**src/rtl/fetch_stage_if.sv**
```systemverilog
// Instruction-memory request/response bundle between fetch_stage and imem.
// master = fetch side, slave = memory side.
interface fetch_stage_if;
  logic        imem_req_o;
  logic [31:0] imem_addr_o;
  logic        imem_ready_i;
  logic        imem_rvalid_i;
  logic [31:0] imem_rdata_i;

  modport master (
    output imem_req_o, imem_addr_o,
    input  imem_ready_i, imem_rvalid_i, imem_rdata_i
  );

  modport slave (
    input  imem_req_o, imem_addr_o,
    output imem_ready_i, imem_rvalid_i, imem_rdata_i
  );
endinterface

```
**src/rtl/fetch_stage.sv**
```systemverilog
// IF stage: PC, one-outstanding imem request, hold buffer, IF/ID register.
// Define PERF_CNT_EN to build the stall/flush performance counters.
module fetch_stage #(
  parameter logic [31:0] RESET_PC  = 32'h0000_0000,
  parameter logic [31:0] NOP_INSTR = 32'h0000_0013
) (
  input  logic                 clk_i,
  input  logic                 rst_i,
  input  logic                 PCWrite_i,
  input  logic                 Stall_i,
  input  logic                 Flush_i,
  input  logic [31:0]          BranchTarget_i,
  fetch_stage_if.master        imem,
  output logic [31:0]          PC_o,
  output logic [31:0]          IFID_PC_o,
  output logic [31:0]          IFID_Instr_o,
  output logic                 IFID_Valid_o,
  output logic [31:0]          StallCnt_o,
  output logic [31:0]          FlushCnt_o
);

  typedef enum logic [1:0] {
    S_REQ,
    S_WAIT,
    S_HOLD,
    S_DROP
  } state_e;

  typedef struct packed {
    logic [31:0] pc;
    logic [31:0] instr;
    logic        valid;
  } if_id_t;

  localparam if_id_t IFID_RST = '{
    pc:    32'h0,
    instr: NOP_INSTR,
    valid: 1'b0
  };

  state_e      state_q, state_d, rst_state;
  logic [31:0] pc_q, pc_d;
  logic [31:0] req_pc_q, req_pc_d;
  logic [31:0] buf_q, buf_d;
  if_id_t      ifid_q, ifid_d;

  logic        accept;
  logic        resp;
  logic        load;
  logic [31:0] load_data;

  assign imem.imem_req_o  = (state_q == S_REQ);
  assign imem.imem_addr_o = pc_q;

  assign accept = (state_q == S_REQ) && imem.imem_ready_i;
  assign resp   = imem.imem_rvalid_i;

  // A request still in flight at reset must have its response swallowed.
  always_comb begin
    rst_state = S_REQ;
    if (accept ||
        ((state_q == S_WAIT || state_q == S_DROP) && !resp))
      rst_state = S_DROP;
  end

  always_comb begin
    state_d   = state_q;
    pc_d      = pc_q;
    req_pc_d  = req_pc_q;
    buf_d     = buf_q;
    ifid_d    = ifid_q;
    load      = 1'b0;
    load_data = buf_q;
    if (Flush_i) begin
      pc_d         = {BranchTarget_i[31:2], 2'b00};
      ifid_d.instr = NOP_INSTR;
      ifid_d.valid = 1'b0;
      unique case (state_q)
        S_REQ:          state_d = accept ? S_DROP : S_REQ;
        S_WAIT, S_DROP: state_d = resp ? S_REQ : S_DROP;
        default:        state_d = S_REQ;
      endcase
    end else begin
      unique case (state_q)
        S_REQ: begin
          if (accept) begin
            req_pc_d = pc_q;
            state_d  = S_WAIT;
          end
        end
        S_WAIT: begin
          if (resp && Stall_i) begin
            buf_d   = imem.imem_rdata_i;
            state_d = S_HOLD;
          end else if (resp) begin
            load      = 1'b1;
            load_data = imem.imem_rdata_i;
            state_d   = S_REQ;
          end
        end
        S_HOLD: begin
          if (!Stall_i) begin
            load    = 1'b1;
            state_d = S_REQ;
          end
        end
        default: begin
          if (resp) state_d = S_REQ;
        end
      endcase
      if (!Stall_i) begin
        if (load) begin
          ifid_d = '{pc: req_pc_q, instr: load_data, valid: 1'b1};
          if (PCWrite_i) pc_d = req_pc_q + 32'd4;
        end else begin
          ifid_d.instr = NOP_INSTR;
          ifid_d.valid = 1'b0;
        end
      end
    end
  end

  always_ff @(posedge clk_i) begin
    if (rst_i) begin
      state_q  <= rst_state;
      pc_q     <= RESET_PC;
      req_pc_q <= RESET_PC;
      buf_q    <= '0;
      ifid_q   <= IFID_RST;
    end else begin
      state_q  <= state_d;
      pc_q     <= pc_d;
      req_pc_q <= req_pc_d;
      buf_q    <= buf_d;
      ifid_q   <= ifid_d;
    end
  end

  assign PC_o         = pc_q;
  assign IFID_PC_o    = ifid_q.pc;
  assign IFID_Instr_o = ifid_q.instr;
  assign IFID_Valid_o = ifid_q.valid;

`ifdef PERF_CNT_EN
  logic [31:0] stall_cnt_q, stall_cnt_d;
  logic [31:0] flush_cnt_q, flush_cnt_d;

  always_comb begin
    stall_cnt_d = stall_cnt_q + {31'b0, Stall_i};
    flush_cnt_d = flush_cnt_q + {31'b0, Flush_i};
  end

  always_ff @(posedge clk_i) begin
    if (rst_i) begin
      stall_cnt_q <= '0;
      flush_cnt_q <= '0;
    end else begin
      stall_cnt_q <= stall_cnt_d;
      flush_cnt_q <= flush_cnt_d;
    end
  end

  assign StallCnt_o = stall_cnt_q;
  assign FlushCnt_o = flush_cnt_q;
`else
  assign StallCnt_o = 32'h0;
  assign FlushCnt_o = 32'h0;
`endif

endmodule

```
**src/flat_wrapper.sv**
```systemverilog
// flat-port wrapper written by rule: the top's interface ports become plain ports
module fetch_stage_flat 
#(
  parameter logic [31:0] RESET_PC  = 32'h0000_0000,
  parameter logic [31:0] NOP_INSTR = 32'h0000_0013
)
  (clk_i, rst_i, PCWrite_i, Stall_i, Flush_i, BranchTarget_i, PC_o, IFID_PC_o, IFID_Instr_o, IFID_Valid_o, StallCnt_o, FlushCnt_o, imem_imem_req_o, imem_imem_addr_o, imem_imem_ready_i, imem_imem_rvalid_i, imem_imem_rdata_i);
  fetch_stage_if imem_i ();
  input  logic clk_i;
  input  logic rst_i;
  input  logic PCWrite_i;
  input  logic Stall_i;
  input  logic Flush_i;
  input  logic [31:0] BranchTarget_i;
  output logic [31:0] PC_o;
  output logic [31:0] IFID_PC_o;
  output logic [31:0] IFID_Instr_o;
  output logic IFID_Valid_o;
  output logic [31:0] StallCnt_o;
  output logic [31:0] FlushCnt_o;
  output wire logic [$bits(imem_i.imem_req_o)-1:0] imem_imem_req_o;
  output wire logic [$bits(imem_i.imem_addr_o)-1:0] imem_imem_addr_o;
  input wire logic [$bits(imem_i.imem_ready_i)-1:0] imem_imem_ready_i;
  input wire logic [$bits(imem_i.imem_rvalid_i)-1:0] imem_imem_rvalid_i;
  input wire logic [$bits(imem_i.imem_rdata_i)-1:0] imem_imem_rdata_i;
  assign imem_imem_req_o = imem_i.imem_req_o;
  assign imem_imem_addr_o = imem_i.imem_addr_o;
  assign imem_i.imem_ready_i = imem_imem_ready_i;
  assign imem_i.imem_rvalid_i = imem_imem_rvalid_i;
  assign imem_i.imem_rdata_i = imem_imem_rdata_i;
  fetch_stage #(.RESET_PC(RESET_PC), .NOP_INSTR(NOP_INSTR)) u_core (.clk_i(clk_i), .rst_i(rst_i), .PCWrite_i(PCWrite_i), .Stall_i(Stall_i), .Flush_i(Flush_i), .BranchTarget_i(BranchTarget_i), .imem(imem_i), .PC_o(PC_o), .IFID_PC_o(IFID_PC_o), .IFID_Instr_o(IFID_Instr_o), .IFID_Valid_o(IFID_Valid_o), .StallCnt_o(StallCnt_o), .FlushCnt_o(FlushCnt_o));
endmodule
```
**config.mk**
```make
export PLATFORM = sky130hd
export DESIGN_NAME = fetch_stage_flat
export DESIGN_NICKNAME = d
export VERILOG_FILES = /design/src/rtl/fetch_stage_if.sv /design/src/rtl/fetch_stage.sv /design/src/flat_wrapper.sv
export SDC_FILE = /design/constraint.sdc
export NUM_CORES = 1
export LEC_CHECK = 0
export ABC_CLOCK_PERIOD_IN_PS = 3500
export CAP_MARGIN = 20
export CELL_PAD_IN_SITES_DETAIL_PLACEMENT = 1
export CELL_PAD_IN_SITES_GLOBAL_PLACEMENT = 1
export CORE_ASPECT_RATIO = 0.7
export CORE_MARGIN = 2
export CORE_UTILIZATION = 35
export CTS_CLUSTER_DIAMETER = 40
export CTS_CLUSTER_SIZE = 14
export DETAILED_ROUTE_END_ITERATION = 7
export PLACE_DENSITY_LB_ADDON = 0.1
export SYNTH_ARGS = -nofsm -noshare
export SYNTH_HDL_FRONTEND = slang
export SYNTH_SLANG_ARGS = --single-unit
```
**constraint.sdc**
```tcl
create_clock -name clk_i -period 3.5 [get_ports clk_i]
set_clock_uncertainty 0.1 [all_clocks]
set_input_delay 0.525 -clock clk_i [delete_from_list [all_inputs] [get_ports clk_i]]
set_output_delay 0.525 -clock clk_i [all_outputs]
set_load 0.01 [all_outputs]
```
# Yosys cells after proc, flatten, opt, wreduce, memory -nomap -nowiden
# Cells that the tools add are included.
[word_totals] reg_bits=163 latch_bits=0 ramBits=0 mem_bits_ro=0 input_bits=71 elab_cells=58 mem_count=0
[classes] addsub=1 multipliers=0 div=0 magnitude_cmp=0 n_eq_ne=6 n_shift=0 muxes=24 bitwise=2 reduce_logical=17
[ops] op="$mux W32" count=7
[ops] op="$mux W33" count=1
[ops] op="$add A32 B3 Y32 const B" count=1
[ops] op="$mux W2" count=9
[ops] op="$reduce_and A3 Y1" count=5
[ops] op="$pmux W2 S3" count=1
[ops] op="$eq A2 B2 Y1 const B" count=2
[ops] op="$mux W1" count=4
[ops] op="$ne A4 B3 Y1 const B" count=1
[ops] op="$ne A4 B4 Y1 const B" count=1
[ops] op="$pmux W2 S2" count=1
[ops] op="$reduce_bool A2 Y1" count=2
[ops] op="$reduce_or A2 Y1" count=2
[ops] op="$logic_and A1 B1 Y1" count=3
[ops] op="$eq A2 B1 Y1 const B" count=1
[ops] op="$logic_not A2 Y1" count=1
[ops] op="$logic_or A1 B1 Y1" count=2
[ops] op="$ne A2 B1 Y1 const B" count=1
[ops] op="$not A1 Y1" count=2
[ops] op="$pmux W1 S2" count=1
[ops] op="$reduce_and A2 Y1" count=1
[ops] op="$logic_not A1 Y1" count=1

# Longest topological paths before layout
# Gate-level depths: netlist (run 1).
[depth] word_depth=7 mapped_depth=10 mapped_depth_nobuf=7

# Worst setup path before layout (run 1)
# Ideal clock, no wire load.
[synth_timing] path_type="flip-flop to flip-flop" from="register u_core.state_q[1]" to="register u_core.buf_q[28]" setup_ns=0.132 arrival_time_ns=1.798 required_ns=3.268 setup_slack_ns=1.470 path_stages_with_launch=11 path_buffers=3 synth_period_minus_slack_ns=2.030 cell_sequence="edfxtp_1 > inv_1 > ha_1 > and2_1 > clkbuf_1 > nand2_1 > or2_1 > clkbuf_1 > clkbuf_1 > nand2_1 > a21oi_1"
[synth_via] elab_chain_len=2
[synth_rtl] element="from (decl)" line_no="fetch_stage.sv:41" rtl="state_e state_q, state_d, rst_state;"
[synth_rtl] element="from (signal assigned)" line_no="fetch_stage.sv:125" rtl="state_q <= rst_state;"
[synth_rtl] element="from (signal assigned)" line_no="fetch_stage.sv:131" rtl="state_q <= state_d;"
[synth_rtl] element="$eq A2 B1 Y1" line_no="fetch_stage.sv:84" rtl="unique case (state_q)"
[synth_rtl] element="$reduce_and A3 Y1 (no source line)"
[synth_rtl] element="to (signal assigned)" line_no="fetch_stage.sv:134" rtl="buf_q <= buf_d;"
[synth_rtl] element="to (decl)" line_no="fetch_stage.sv:44" rtl="logic [31:0] buf_q, buf_d;"
# Every way passes these cells.
# A chain may end at the register's enable or synchronous reset.

# Worst setup path in the final report (run 1)
[layout_timing] from="register u_core.state_q[0]" to="output imem_imem_req_o"
[layout_via] elab_chain_len=1
[layout_rtl] element="$logic_not A2 Y1" line_no="fetch_stage.sv:52" rtl="assign imem.imem_req_o = (state_q == S_REQ);"
[layout_rtl] element="to (decl)" line_no="flat_wrapper.sv:21" rtl="output wire logic [$bits(imem_i.imem_req_o)-1:0] imem_imem_req_o;"
# Every way passes these cells.

==> results of run 1 <==
## metal layers
metal,routed length [um],up-vias,part of all wire,track usage
met2,10200,184,0.44,0.301
met3,1290,13,0.055,0.0495
met4,187,0,0.0080,0.0470
met1,11600,3263,0.50,0.302
met5,0,-,0,0
li1,-,3325,-,-
## how the worst max path moves through the flow
stage                                   from              endpoint  slack [ps]  depth (start not counted)
after floorplan            u_core.state_q[1]      u_core.buf_q[28]        1470                         10
after global placement               Stall_i  u_core.IFID_PC_o[21]         950                          8
after detailed placement             Stall_i  u_core.IFID_PC_o[26]         850                          8
after CTS                  u_core.state_q[0]       imem_imem_req_o        1050                          3
after global routing      u_core.req_pc_q[2]       u_core.PC_o[18]         910                          6
final                      u_core.state_q[0]       imem_imem_req_o        1100                          3
## registers in the layout, indices dropped and copies added (netlist names)
name                 count
u_core.IFID_Instr_o     32
u_core.state_q           2
u_core.IFID_Valid_o      1
u_core.buf_q            32
u_core.req_pc_q         32
u_core.IFID_PC_o        32
u_core.PC_o             32
## synth_stat cells (all sizes together), types with 6 or more instances
cell / count / area share
o221ai: 17 / 0.020
a21oi: 145 / 0.096
nor2: 30 / 0.015
and3: 7 / 0.0058
buf: 101 / 0.098
clkbuf: 61 / 0.030
nor2b: 30 / 0.025
xor2: 17 / 0.020
a22oi: 20 / 0.020
nand4: 9 / 0.0095
nand2: 259 / 0.13
xnor2: 9 / 0.010
nand3: 13 / 0.010
ha: 6 / 0.010
o22ai: 21 / 0.017
o21ai: 13 / 0.0086
dfxtp: 161 / 0.43
## area by class of cell
class | instances | share of cell area
Timing Repair Buffer | 216 | 0.217
Clock inverter | 12 | 0.00979
Multi-Input combinational cell | 692 | 0.356
Inverter | 4 | 0.00153
Tap cell | 276 | 0.0351
Clock buffer | 20 | 0.0464
Sequential cell | 163 | 0.334
## cells by family after synthesis
kind of cell               share of synthesized area
other                                       0.000498
and+or+nand+nor                                0.214
xor gates and xnor gates                      0.0302
adders and majority gates                    0.00997
AOI/OAI and AO/OA                              0.175
buffers and inverters                          0.131
muxes                                        0.00282
DFF                                            0.436
## power by group through the flow
stage	sequential, mW	combinational [mW]	clock [mW]
2_1_floorplan	2.04	0.547	0
3_3_place_gp	2.05	0.860	0
3_5_place_dp	2.05	0.870	0
4_1_cts	2.01	0.873	1.82
5_1_grt	2.03	0.953	1.91
6_report	2.01	0.864	1.77
==> reports/metrics.cfg, run 1 <==
[worst_hold_path]
min_to=u_core.req_pc_q[3]
hold_class=input pin to flip-flop
hold_path_depth=2
min_from=rst_i

[power_and_ir_drop]
p_sw_mw=1.42
p_int_mw=3.24
p_clk_frac=0.381
max-vdd-ir-drop_mv=0.298
share_seq_of_total_power=0.433
power_mw=4.65
p_sw_frac=0.304
power_density_nw_per_um2=473
leakage_nw=3.35
power_frac_comb=0.186

[floorplan]
fp.dieW_um=179
die-area_um2=22700
initial_utilization=0.360
row_count=44
fp.dieH_um=127
num_io_pins=265
coreArea_um2=20900

[clock_tree]
cts.clk_slew.worst_paths_ps=60
root_buffer=clkbuf_16
cts_tree=built
worstSkewPairLatency_ps=420
numClockSinks=163
post_cts_resized=0
hold_buffers=0
cts_setup_buffers=0
cts_max_level=4
cts-buffers-inserted=17
cts_buffer_depth=2

[worst_setup_path]
slowest_stage=clkdlybuf4s50_1
required_ps=2870
max_stage_delay_ps=570
r2r-end=u_core.PC_o[18]
critPathTopFamily=buffers and inverters
path_class=flip-flop to primary output
crit_path_cell_trace=inv_1 -> ha_1 -> clkdlybuf4s50_1
r2r_start=u_core.req_pc_q[2]
endpoint_kind=primary output
r2r_cells=6
worst_ep_arrival_time_ps=1780
start_kind=flip-flop
path_buf_inv=2
path_max_fanout=4
reg2reg_slack_ps=1140

[timing]
finalMaxSlewViolations=0
rsz0062_at_grt=false
hold_slack_ps=227
tightest_slew_ps=790
finalSetupViolCount=0
finalCriticalPeriod_ps=2400
maxClockFrequency_ghz=0.416
hold_violations=0
timing.final.ws_setup_ps=1100
finalSetupTns_ps=0
slew_headroom=0.472
finalCritPeriodShare=0.687

[synth]
yosys_most_used_dff=dfxtp_1
avgSynthCellArea_um2=7.86
ys_ff_latch=163
syn_area_um2=7530
synth_edf_count=2
synth.distinct_cells=45
yosysSeqAreaShare=0.436
yosysWarnings=0
syn_inst=958
async_flop_share=0

[route]
avgViaCountPerCell=4.91
wl_per_cell_um=16.9
drtPass1Iterations=4
detail-route-antenna-nets=0
drtIter0Drc=375
drc=0
wl_um=23300
num_vias=6785

[placement]
post-dp-hpwl_um=15700
port_buffers=198
postPlaceCellArea_um2=9280
dp.cells=1351
place.gp.congestion=0.746
pre_cts_slack_ps=854

[final_layout]
fillCellCount=2554
synthToLayoutAreaGrowth_pct=30.6
stdcell_area_um2=9840
fin_nets=1171
final_common_cell=nand2_1
multiInputGateArea_um2=3510
register_area_um2=3280
layout_common_cells=nand2_1, clkdlybuf4s50_1, dfxtp_1
n_antenna_cell=0
drive_gt1_frac=0.0542
fin_util=0.470
fin_cells=1383

[global_routing]
grt_max_degree=69
antenna_found_initial=0
grt_pass1_wl_um=36700
grt_pass1_vias=6589
grt_usage=0.205
grt_overflow=0

[run]
cap_violations=0

[outcome]
status=finished clean

Power figures use the tool's default switching activity.
==> run 2, diff against run 1 <==
- ABC_CLOCK_PERIOD_IN_PS: 3500 -> 2400
- CORE_UTILIZATION: 35 -> 32
- clock period: 3.5 -> 2.4 ns (I/O delays scaled with it)
==> reports/metrics.cfg, run 2 (synthesis results as in run 1) <==
[outcome]
status=finished clean

[route]
wl_per_cell_um=16.6
avgViaCountPerCell=4.73
detail-route-antenna-nets=0
wl_um=23800
drc=0
num_vias=6791
drtPass1Iterations=4
drtIter0Drc=282

[global_routing]
grtUsageMet2=0.285
grt_overflow=0
top_usage_layer=met2
grt_pass1_vias=6762
grt_pass1_wl_um=38000
grt_usage=0.192
grt_use_met3=0.0381
grt_max_degree=105
grtUsageMet1=0.284
antenna_found_initial=0

[placement]
post-dp-hpwl_um=16400
dp.cells=1403
postPlaceCellArea_um2=9500
place.gp.congestion=0.756
port_buffers=198

[timing]
finalCriticalPeriod_ps=2270
slew_headroom=0.566
maxClockFrequency_ghz=0.440
hold_violations=0
tightest_slew_ps=646
finalSetupViolCount=0
finalSetupTns_ps=0
finalCritPeriodShare=0.946
rsz0062_at_grt=false
finalMaxSlewViolations=0

[floorplan]
die-area_um2=24800
fp.dieH_um=132
fp.dieW_um=187
coreArea_um2=22800
initial_utilization=0.330
num_io_pins=265
row_count=46

[worst_setup_path]
r2r-end=u_core.PC_o[18]
endpoint_kind=primary output
startpoint=u_core.state_q[0]
r2r_start=u_core.req_pc_q[2]
path_class=flip-flop to primary output
worst_ep_arrival_time_ps=1810
endpoint=imem_imem_req_o
r2r_cells=6
start_kind=flip-flop
reg2reg_slack_ps=340
required_ps=1940
path_max_fanout=4

[final_layout]
final_common_cell=nand2_1
stdcell_area_um2=10100
fin_util=0.440
layout_common_cells=nand2_1, clkdlybuf4s50_1, dfxtp_1
fin_cells=1435
drive_gt1_frac=0.0686
fin_nets=1187
synthToLayoutAreaGrowth_pct=33.6
n_antenna_cell=0

[clock_tree]
hold_buffers=0
cts_max_level=4
worstSkewPairLatency_ps=430
numClockSinks=163
root_buffer=clkbuf_16
cts-buffers-inserted=17
cts_tree=built
post_cts_resized=0
cts_buffer_depth=2
cts_setup_buffers=0
cts.clk_slew.worst_paths_ps=80

[power_and_ir_drop]
p_sw_frac=0.309
max-vdd-ir-drop_mv=0.547
power_frac_comb=0.193
p_int_mw=4.77
leakage_nw=3.47
share_seq_of_total_power=0.425
p_sw_mw=2.13
p_clk_frac=0.383
power_mw=6.90
power_density_nw_per_um2=686

[worst_hold_path]
hold_class=input pin to flip-flop

[run]
cap_violations=0

run 2: how the worst min path moves through the flow:
| stage | start | to | slack, ps | cells after the start |
|---|---|---|---|---|
| 3_5_place_dp | u_core.buf_q[24] | u_core.buf_q[24] | 350 | 2 |
| 4_1_cts | rst_i | u_core.buf_q[22] | 190 | 2 |
| 6_report | rst_i | u_core.buf_q[18] | 220 | 2 |
| 2_1_floorplan | u_core.buf_q[0] | u_core.buf_q[0] | 340 | 2 |
| 5_1_grt | rst_i | u_core.buf_q[18] | 210 | 2 |
| 3_3_place_gp | u_core.buf_q[9] | u_core.buf_q[9] | 340 | 2 |
run 2: power groups by stage:
| stage | logic [mW] | clock network [mW] | registers (mW) |
|---|---|---|---|
| 2_1_floorplan | 0.798 | 0 | 2.98 |
| 3_3_place_gp | 1.33 | 0 | 2.99 |
| 3_5_place_dp | 1.34 | 0 | 2.99 |
| 4_1_cts | 1.35 | 2.72 | 2.93 |
| 5_1_grt | 1.46 | 2.83 | 2.95 |
| 6_report | 1.33 | 2.64 | 2.93 |
run 2: worst max-delay path: stages, from the launching register on:
cell,delay (ps)
edfxtp_1,450
inv_1,140
ha_1,210
clkdlybuf4s50_1,600
run 2: metrics by stage:
stage | setup slack [ps] | hold slack (ps)
3_5_place_dp | 178 | 348
4_1_cts | 101 | 190
5_1_grt | 67.7 | 206
3_3_place_gp | 228 | 342
6_report | 129 | 218
2_1_floorplan | 370 | 336
run 2: final cells by class:
| type | count | area [um^2] |
|---|---|---|
| clock buffer | 19 | 443 |
| multi-input combinational | 692 | 3510 |
| sequential | 163 | 3280 |
| clock inverter | 13 | 118 |
| timing repair buffer | 232 | 2300 |
| inverter | 4 | 15.0 |
| tap | 312 | 390 |
| fill | 2769 | 12800 |
run 2: routing by layer:
metal,part of all wire,up-vias
li1,-,3357
met1,0.52,3259
met2,0.43,167
met3,0.045,8
met4,0.0064,0
met5,0,-
